<file path="src/rtl/fpga_board_io_pkg.sv">
// Shared constants and helpers for the board I/O controller.
package fpga_board_io_pkg;

    // Edge types that can set a channel's pending flag
    typedef enum logic [1:0] {
        EDGE_RISE = 2'd0,
        EDGE_FALL = 2'd1,
        EDGE_BOTH = 2'd2
    } edge_mode_e;

    localparam int unsigned DEF_N_IN      = 7;
    localparam int unsigned DEF_N_OUT     = 4;
    localparam int unsigned DEF_DB_CYCLES = 500000;
    localparam int unsigned DEF_PWM_W     = 8;

    // True when the given pulses contain an edge the mode cares about
    function automatic logic edge_hit(input edge_mode_e mode, input logic rise, input logic fall);
        case (mode)
            EDGE_RISE: return rise;
            EDGE_FALL: return fall;
            default:   return rise | fall;
        endcase
    endfunction

endpackage

</file>
<file path="src/rtl/fpga_board_io_ctrl_if.sv">
// Board I/O signal bundle: debounced inputs, pending flags and LED PWM controls.
interface fpga_board_io_ctrl_if
    import fpga_board_io_pkg::*;
#(
    parameter int unsigned N_IN  = DEF_N_IN,
    parameter int unsigned N_OUT = DEF_N_OUT,
    parameter int unsigned PWM_W = DEF_PWM_W
);
    logic [N_IN-1:0]        in_raw_i;
    logic [N_IN-1:0]        in_level_o;
    logic [N_IN-1:0]        in_rise_o;
    logic [N_IN-1:0]        in_fall_o;
    logic [N_IN-1:0]        pend_o;
    logic [N_IN-1:0]        pend_clr_i;
    logic                   irq_o;
    logic [N_OUT-1:0]       led_en_i;
    logic [N_OUT*PWM_W-1:0] led_duty_i;
    logic [N_OUT-1:0]       led_o;

    // Controller side
    modport slave (
        input  in_raw_i, pend_clr_i, led_en_i, led_duty_i,
        output in_level_o, in_rise_o, in_fall_o, pend_o, irq_o, led_o
    );

    // Host / board side
    modport master (
        output in_raw_i, pend_clr_i, led_en_i, led_duty_i,
        input  in_level_o, in_rise_o, in_fall_o, pend_o, irq_o, led_o
    );
endinterface

</file>
<file path="src/rtl/board_io_debounce.sv">
// One input channel: 2-flop synchroniser, stability counter and edge pulses.
module board_io_debounce
    import fpga_board_io_pkg::*;
#(
    parameter int unsigned DB_CYCLES = DEF_DB_CYCLES
) (
    input  logic clk_i,
    input  logic rst_i,
    input  logic raw_i,
    output logic level_o,
    output logic rise_o,
    output logic fall_o
);
    localparam int unsigned CW = (DB_CYCLES > 1) ? $clog2(DB_CYCLES) : 1;
    localparam logic [CW-1:0] CNT_LAST = CW'(DB_CYCLES - 1);

    logic [1:0]    sync_q;
    logic [CW-1:0] cnt_q, cnt_d;
    logic          level_q, level_d;
    logic          rise_q, rise_d;
    logic          fall_q, fall_d;

    // Count cycles the synchronised input disagrees with the accepted level; toggle once stable long enough
    always_comb begin
        cnt_d   = '0;
        level_d = level_q;
        rise_d  = 1'b0;
        fall_d  = 1'b0;
        if (sync_q[1] != level_q) begin
            if (cnt_q == CNT_LAST) begin
                level_d = ~level_q;
                rise_d  = ~level_q;
                fall_d  = level_q;
            end else begin
                cnt_d = cnt_q + 1'b1;
            end
        end
    end

    // Synchroniser and debounce state
    always_ff @(posedge clk_i or posedge rst_i) begin
        if (rst_i) begin
            sync_q  <= '0;
            cnt_q   <= '0;
            level_q <= 1'b0;
            rise_q  <= 1'b0;
            fall_q  <= 1'b0;
        end else begin
            sync_q  <= {sync_q[0], raw_i};
            cnt_q   <= cnt_d;
            level_q <= level_d;
            rise_q  <= rise_d;
            fall_q  <= fall_d;
        end
    end

    assign level_o = level_q;
    assign rise_o  = rise_q;
    assign fall_o  = fall_q;
endmodule

</file>
<file path="src/rtl/fpga_board_io_ctrl.sv">
// Board I/O controller: debounced inputs with sticky event flags and PWM LED drivers.
module fpga_board_io_ctrl
    import fpga_board_io_pkg::*;
#(
    parameter int unsigned N_IN      = DEF_N_IN,
    parameter int unsigned N_OUT     = DEF_N_OUT,
    parameter int unsigned DB_CYCLES = DEF_DB_CYCLES,
    parameter int unsigned PWM_W     = DEF_PWM_W,
    parameter edge_mode_e  EDGE_MODE = EDGE_BOTH
) (
    input  logic                  clk_i,
    input  logic                  rst_i,
    fpga_board_io_ctrl_if.slave   io
);
    logic [N_IN-1:0]        level_w, rise_w, fall_w;
    logic [N_IN-1:0]        pend_q, pend_d;
    logic [PWM_W-1:0]       pwm_cnt_q, pwm_cnt_d;
    logic [N_OUT*PWM_W-1:0] shadow_q, shadow_d;
    logic [N_OUT-1:0]       led_q, led_d;

    for (genvar g = 0; g < N_IN; g++) begin : g_ch
        board_io_debounce #(.DB_CYCLES(DB_CYCLES)) u_db (
            .clk_i   (clk_i),
            .rst_i   (rst_i),
            .raw_i   (io.in_raw_i[g]),
            .level_o (level_w[g]),
            .rise_o  (rise_w[g]),
            .fall_o  (fall_w[g])
        );
    end

    // Pending flags: a selected edge wins over a simultaneous clear
    always_comb begin
        pend_d = pend_q;
        for (int unsigned i = 0; i < N_IN; i++) begin
            pend_d[i] = (pend_q[i] & ~io.pend_clr_i[i]) | edge_hit(EDGE_MODE, rise_w[i], fall_w[i]);
        end
    end

    // PWM: free-running counter, duty shadowed at wrap, registered compare
    always_comb begin
        pwm_cnt_d = pwm_cnt_q + 1'b1;
        shadow_d  = (pwm_cnt_q == '1) ? io.led_duty_i : shadow_q;
        led_d     = '0;
        for (int unsigned k = 0; k < N_OUT; k++) begin
            led_d[k] = io.led_en_i[k] & (pwm_cnt_q < shadow_q[k*PWM_W +: PWM_W]);
        end
    end

    // Pending and PWM state registers
    always_ff @(posedge clk_i or posedge rst_i) begin
        if (rst_i) begin
            pend_q    <= '0;
            pwm_cnt_q <= '0;
            shadow_q  <= '0;
            led_q     <= '0;
        end else begin
            pend_q    <= pend_d;
            pwm_cnt_q <= pwm_cnt_d;
            shadow_q  <= shadow_d;
            led_q     <= led_d;
        end
    end

    assign io.in_level_o = level_w;
    assign io.in_rise_o  = rise_w;
    assign io.in_fall_o  = fall_w;
    assign io.pend_o     = pend_q;
    assign io.irq_o      = |pend_q;
    assign io.led_o      = led_q;
endmodule

</file>
<file path="src/flat_wrapper.sv">
// flat-port wrapper written by rule: the top's interface ports become plain ports
module fpga_board_io_ctrl_flat import fpga_board_io_pkg::*;
#(
    parameter int unsigned N_IN      = DEF_N_IN,
    parameter int unsigned N_OUT     = DEF_N_OUT,
    parameter int unsigned DB_CYCLES = DEF_DB_CYCLES,
    parameter int unsigned PWM_W     = DEF_PWM_W,
    parameter edge_mode_e  EDGE_MODE = EDGE_BOTH
)
  (clk_i, rst_i, io_in_raw_i, io_pend_clr_i, io_led_en_i, io_led_duty_i, io_in_level_o, io_in_rise_o, io_in_fall_o, io_pend_o, io_irq_o, io_led_o);
  fpga_board_io_ctrl_if #(.N_IN(N_IN), .N_OUT(N_OUT), .PWM_W(PWM_W)) io_i ();
  input  logic clk_i;
  input  logic rst_i;
  input wire logic [$bits(io_i.in_raw_i)-1:0] io_in_raw_i;
  input wire logic [$bits(io_i.pend_clr_i)-1:0] io_pend_clr_i;
  input wire logic [$bits(io_i.led_en_i)-1:0] io_led_en_i;
  input wire logic [$bits(io_i.led_duty_i)-1:0] io_led_duty_i;
  output wire logic [$bits(io_i.in_level_o)-1:0] io_in_level_o;
  output wire logic [$bits(io_i.in_rise_o)-1:0] io_in_rise_o;
  output wire logic [$bits(io_i.in_fall_o)-1:0] io_in_fall_o;
  output wire logic [$bits(io_i.pend_o)-1:0] io_pend_o;
  output wire logic [$bits(io_i.irq_o)-1:0] io_irq_o;
  output wire logic [$bits(io_i.led_o)-1:0] io_led_o;
  assign io_i.in_raw_i = io_in_raw_i;
  assign io_i.pend_clr_i = io_pend_clr_i;
  assign io_i.led_en_i = io_led_en_i;
  assign io_i.led_duty_i = io_led_duty_i;
  assign io_in_level_o = io_i.in_level_o;
  assign io_in_rise_o = io_i.in_rise_o;
  assign io_in_fall_o = io_i.in_fall_o;
  assign io_pend_o = io_i.pend_o;
  assign io_irq_o = io_i.irq_o;
  assign io_led_o = io_i.led_o;
  fpga_board_io_ctrl #(.N_IN(N_IN), .N_OUT(N_OUT), .DB_CYCLES(DB_CYCLES), .PWM_W(PWM_W), .EDGE_MODE(EDGE_MODE)) u_core (.clk_i(clk_i), .rst_i(rst_i), .io(io_i));
endmodule
</file>
<file path="config.mk">
export PLATFORM = sky130hd
export DESIGN_NAME = fpga_board_io_ctrl_flat
export DESIGN_NICKNAME = d
export VERILOG_FILES = /design/src/rtl/fpga_board_io_pkg.sv /design/src/rtl/fpga_board_io_ctrl_if.sv /design/src/rtl/board_io_debounce.sv /design/src/rtl/fpga_board_io_ctrl.sv /design/src/flat_wrapper.sv
export SDC_FILE = /design/constraint.sdc
export NUM_CORES = 1
export LEC_CHECK = 0
export CAP_MARGIN = 40
export CORE_MARGIN = 4
export CORE_UTILIZATION = 40
export CTS_CLUSTER_SIZE = 20
export DETAILED_ROUTE_END_ITERATION = 8
export GPL_ROUTABILITY_DRIVEN = 0
export PLACE_DENSITY = 0.6
export SYNTH_ARGS = -nofsm -noshare
export SYNTH_HDL_FRONTEND = slang
export SYNTH_SLANG_ARGS = --single-unit
</file>
<file path="constraint.sdc">
create_clock -name clk_i -period 10.1 [get_ports clk_i]
set_input_delay 1.515 -clock clk_i [delete_from_list [all_inputs] [get_ports clk_i]]
set_output_delay 1.515 -clock clk_i [all_outputs]
set_load 0.02 [all_outputs]
</file>
Yosys cells after proc, flatten, opt, wreduce, memory -nomap -nowiden
Cells that the tools add are included.
Widths: inputs -> output; s select.
{"block": "op_classes", "addsub": 8, "magnitude_cmp": 4, "n_eq_ne": 15, "n_mux": 42, "bitwise_logic": 39, "reduce_logical": 8}
{"operator": "$mux 19", "n": 14}
{"operator": "$add 19x1->19 const B", "n": 7}
{"operator": "$eq 19x19->1 const B", "n": 7}
{"operator": "$lt 8x8->1", "n": 4}
{"operator": "$mux 1", "n": 28}
{"operator": "$not 1->1", "n": 14}
{"operator": "$or 1x1->1", "n": 14}
{"operator": "$reduce_and 2->1", "n": 7}
{"operator": "$and 1x1->1", "n": 11}
{"operator": "$add 8x1->8 const B", "n": 1}
{"operator": "$eq 8x8->1 const B", "n": 1}
{"operator": "$ne 1x1->1", "n": 7}
{"operator": "$reduce_or 7->1", "n": 1}
{"block": "word_totals", "ff_bits": 219, "input_bits": 52, "output_inout_bits": 33, "elab_cells": 155}

Depth between registers and ports, before layout
{"block": "depth", "word_depth": 3, "mapped_depth": 7}

Cells and area by module
A second synthesis with hierarchy kept.
{"block": "hier_totals", "hier_cells": 991, "hier_area_um2": 10959.3}
{"module": "board_io_debounce", "n_inst": 7, "cells_each": 110, "area_per_inst_um2": 1192.4}
{"module": "fpga_board_io_ctrl", "n_inst": 1, "cells_each": 221, "area_per_inst_um2": 2612.5}

Worst setup path after synthesis
Ideal clock, no wire load.
{"block": "synth_timing", "path_kind": "reg-to-output", "from": "register u_core.pend_q[4], in the netlist u_core.io.pend_o[4]", "to": "output io_irq_o", "arrival_time_ns": 0.986, "t_required_ns": 8.585, "setup_slack_ns": 7.599, "stages_incl_launch_ff": 3, "n_path_buf": 0, "path_cell_list": "dfrtp_1 > nor4_1 > nand4_1"}
{"block": "synth_between", "elab_chain_cells": 1}
{"element": "from (decl)", "line": "fpga_board_io_ctrl.sv:16", "source": "logic [N_IN-1:0] pend_q, pend_d;"}
{"element": "from (signal assigned)", "line": "fpga_board_io_ctrl.sv:58", "source": "pend_q <= pend_d;"}
{"element": "$reduce_or 7->1", "line": "fpga_board_io_ctrl.sv:69", "source": "assign io.irq_o = |pend_q;"}
{"element": "to (decl)", "line": "flat_wrapper.sv:22", "source": "output wire logic [$bits(io_i.irq_o)-1:0] io_irq_o;"}
Every way passes these cells.

Worst setup path after layout
{"block": "layout_timing", "from": "register u_core.pend_q[6], in the netlist u_core.io.pend_o[6]", "to": "output io_irq_o"}
Same word-level chain as after synthesis.

==> flow_summary.ini <==
[finish]
fillerInstances = 2479
fin_nets = 1180
final_cells = 1447
drive_gt1_frac = 0.0998
final_common_cell = dfrtp_1
insertedDiodeCount = 0
area_growth_pct = 20.4
layout_common_cells = dfrtp_1, nor2_1, clkdlybuf4s50_1

[global_route]
grt_start_max_net_pins = 99
grt_busiest_layer = met2
grt_pass1_wl_mm = 37.0
first_global_vias = 7484
track_usage = 0.152
grtUsageMet2 = 0.246
overflow = 0
use_met3 = 0.0265
antenna_found_initial = 1
use_met1 = 0.210

[detailed_routing]
drtIter0Drc = 286
wl_per_cell_um = 14.9
drcViolationCount = 0
vias = 7409
dr.pass1.iters = 4
routed_wl_mm = 21.5
drtAntennaViolNets = 0
avgViaCountPerCell = 5.12

[power_and_ir_drop]
clockPowerShare = 0.520
p_seq_frac = 0.447
ir_drop_mv = 0.125
swShare = 0.207
p_leak_nw = 5.13
cellPowerDensity_nw_per_um2 = 159
power.internal_mw = 1.60
p_sw_uw = 416
pwr-share-comb = 0.033

[placed_design]
hpwl_mm = 15.0
post-place-cells = 1399
io_buffer_count = 84

[clock_tree]
clock_path_buffers = 3
postCtsSetupRepairBufs = 0
clock_sinks = 219
htree_levels = 1
clk_pin_slew_ns = 0.06
clk_latency_ns = 0.53
cts_tree = built
holdBufCountCts = 0
cts_resized = 0
numCtsBuffers = 26
root_buffer = clkbuf_16

[timing]
maxSlewViolCount = 0
rsz0062_at_grt = false
fin_crit_ns = 3.47
timing.slew.headroom = 0.485
tightest_slew_ns = 0.771
final_hold_viol_count = 0
fin_tns_setup_ns = 0
skew_ns = 0.0177
finalSetupViolCount = 0
finalCritPeriodShare = 0.344
max_clock_freq_mhz = 288

[logic_synthesis]
postSynth.asyncResetShare = 1.00
synth_edf_count = 0
synth_seq_cells = 219
ys_warn_count = 0
synthesis.nets = 1099
synthCells = 1011
syn_area_per_cell_sq_um = 10.4
yosys.cell_types.count = 53
synthFlopType = dfrtp_1
syn-cell-area_sq_um = 10500
yosysSeqAreaShare = 0.520

[floorplan]
start_util = 0.406
core_area_sq_um = 26000
dieArea_sq_um = 29000
die_w_um = 170
fp.dieH_um = 170
io_pins = 85
rows = 59

[critical_path]
critPathMaxStageDelay_ns = 0.55
cp_max_fo = 3
crit_family = buffers and inverters
critPathLaunchType = flip-flop
cp_num_buf_inv = 1
arrival_ns = 1.96
slowest_stage = clkdlybuf4s50_1
worst_setup_path_end_kind = output port
worstPathRequired_ns = 8.59
path_cells = nor4_1, nand4_1, clkdlybuf4s50_1
critPathKind = flip-flop to output port

[job]
drv_cap = 0

[status]
status = complete, no violations

[hold_path]
hp-class = flip-flop to flip-flop
-- worst reg2reg max path, delay by kind of cell, from the launching register on --
kind / cells / cell delay [ns]
flip-flops: 1 / 0.43
AND/OR/NAND/NOR: 3 / 1.21
AO/OA/AOI/OAI: 1 / 0.58
-- per-layer routing --
| layer | vias to the layer above | wire length [um] |
|---|---|---|
| li1 | 3674 | - |
| met1 | 3590 | 10200 |
| met2 | 105 | 9970 |
| met3 | 38 | 762 |
| met4 | 2 | 625 |
| met5 | - | 20 |
-- area by class of cell --
| class | instances | area, sq um | share of cell area |
|---|---|---|---|
| Multi-Input combinational cell | 694 | 4610 | 0.363 |
| Tap cell | 335 | 419 | 0.0330 |
| Clock inverter | 14 | 241 | 0.0190 |
| Inverter | 57 | 221 | 0.0175 |
| Timing Repair Buffer | 94 | 967 | 0.0762 |
| Sequential cell | 219 | 5480 | 0.432 |
| Clock buffer | 34 | 751 | 0.0592 |
-- per-stage QoR --
| stage | hold slack, ns | cell area [sq um] | utilization | setup slack (ns) | power, mW |
|---|---|---|---|---|---|
| global route | 0.352 | 12700 | 0.488 | 6.53 | 2.10 |
| floorplan | 0.331 | 10500 | - | 2.59 | 0.943 |
| global placement | 0.334 | 11600 | 0.446 | 6.23 | 0.978 |
| finish | 0.347 | 12700 | 0.488 | 6.63 | 2.01 |
| CTS | 0.348 | 12700 | 0.488 | 6.54 | 2.05 |
| detailed placement | 0.335 | 11700 | 0.450 | 7.10 | 0.983 |
-- sequential cells by signal, summed over array words and instances, names as in the netlist --
name and count:
u_core.pwm_cnt_q 8, u_core.io.pend_o 7, u_core.io.led_o 4, u_core.shadow_q 32, u_core.g_ch.u_db.rise_o 7, u_core.g_ch.u_db.fall_o 7, u_core.g_ch.u_db.sync_q 14, u_core.g_ch.u_db.cnt_q 133
u_core.g_ch.u_db.level_o 7
-- kinds of logic (layout without fill, tap and decap cells) --
kind of cell    after synthesis  count (layout)  synth area share
fa+ha+maj                    36              36            0.0427
simple gates                433             433             0.213
buf+inv                      98             199            0.0430
compound gates               71              71            0.0436
flops                       219             219             0.520
mux                          44              44            0.0468
xor+xnor                    110             110            0.0914
-- worst paths after layout --
check | slack, ns | from | to | cells after the start
setup / recovery | 6.63 | u_core.io.pend_o[6] | io_irq_o | 3
hold / removal | 0.35 | u_core.g_ch[4].u_db.sync_q[0] | u_core.g_ch[4].u_db.sync_q[1] | 0
setup reg to reg | 7.74 | u_core.g_ch[0].u_db.cnt_q[11] | u_core.g_ch[0].u_db.cnt_q[3] | 4
hold reg to reg | 0.35 | u_core.g_ch[4].u_db.sync_q[0] | u_core.g_ch[4].u_db.sync_q[1] | 0
max in group asynchronous | 7.76 | rst_i | u_core.g_ch[5].u_db.cnt_q[8] | 4
min in group asynchronous | 1.39 | rst_i | u_core.g_ch[2].u_db.sync_q[1] | 2
-- Yosys cell counts (all sizes together) (10+ instances only) --
cell type,instances,share of area
a21oi,18,0.0085
buf,27,0.018
clkbuf,14,0.0050
dfrtp,219,0.52
ha,36,0.043
inv,57,0.020
mux2,39,0.042
nand2,49,0.017
nand3,52,0.025
nand4,38,0.023
nor2,135,0.048
nor3,26,0.012
nor3b,15,0.011
nor4,38,0.023
o21ai,18,0.0089
or2,10,0.0062
or3,19,0.011
or4,11,0.0082
xnor2,81,0.067
xor2,29,0.024
-- power groups by stage --
stage	combinational, mW	clock, mW	sequential, mW
after floorplan	0.0327	0	0.911
after global placement	0.0638	0	0.914
after detailed placement	0.0687	0	0.914
after CTS	0.0691	1.08	0.898
after global routing	0.0763	1.12	0.899
final	0.0661	1.05	0.898
No activity file was read; power rests on OpenSTA's default activity.
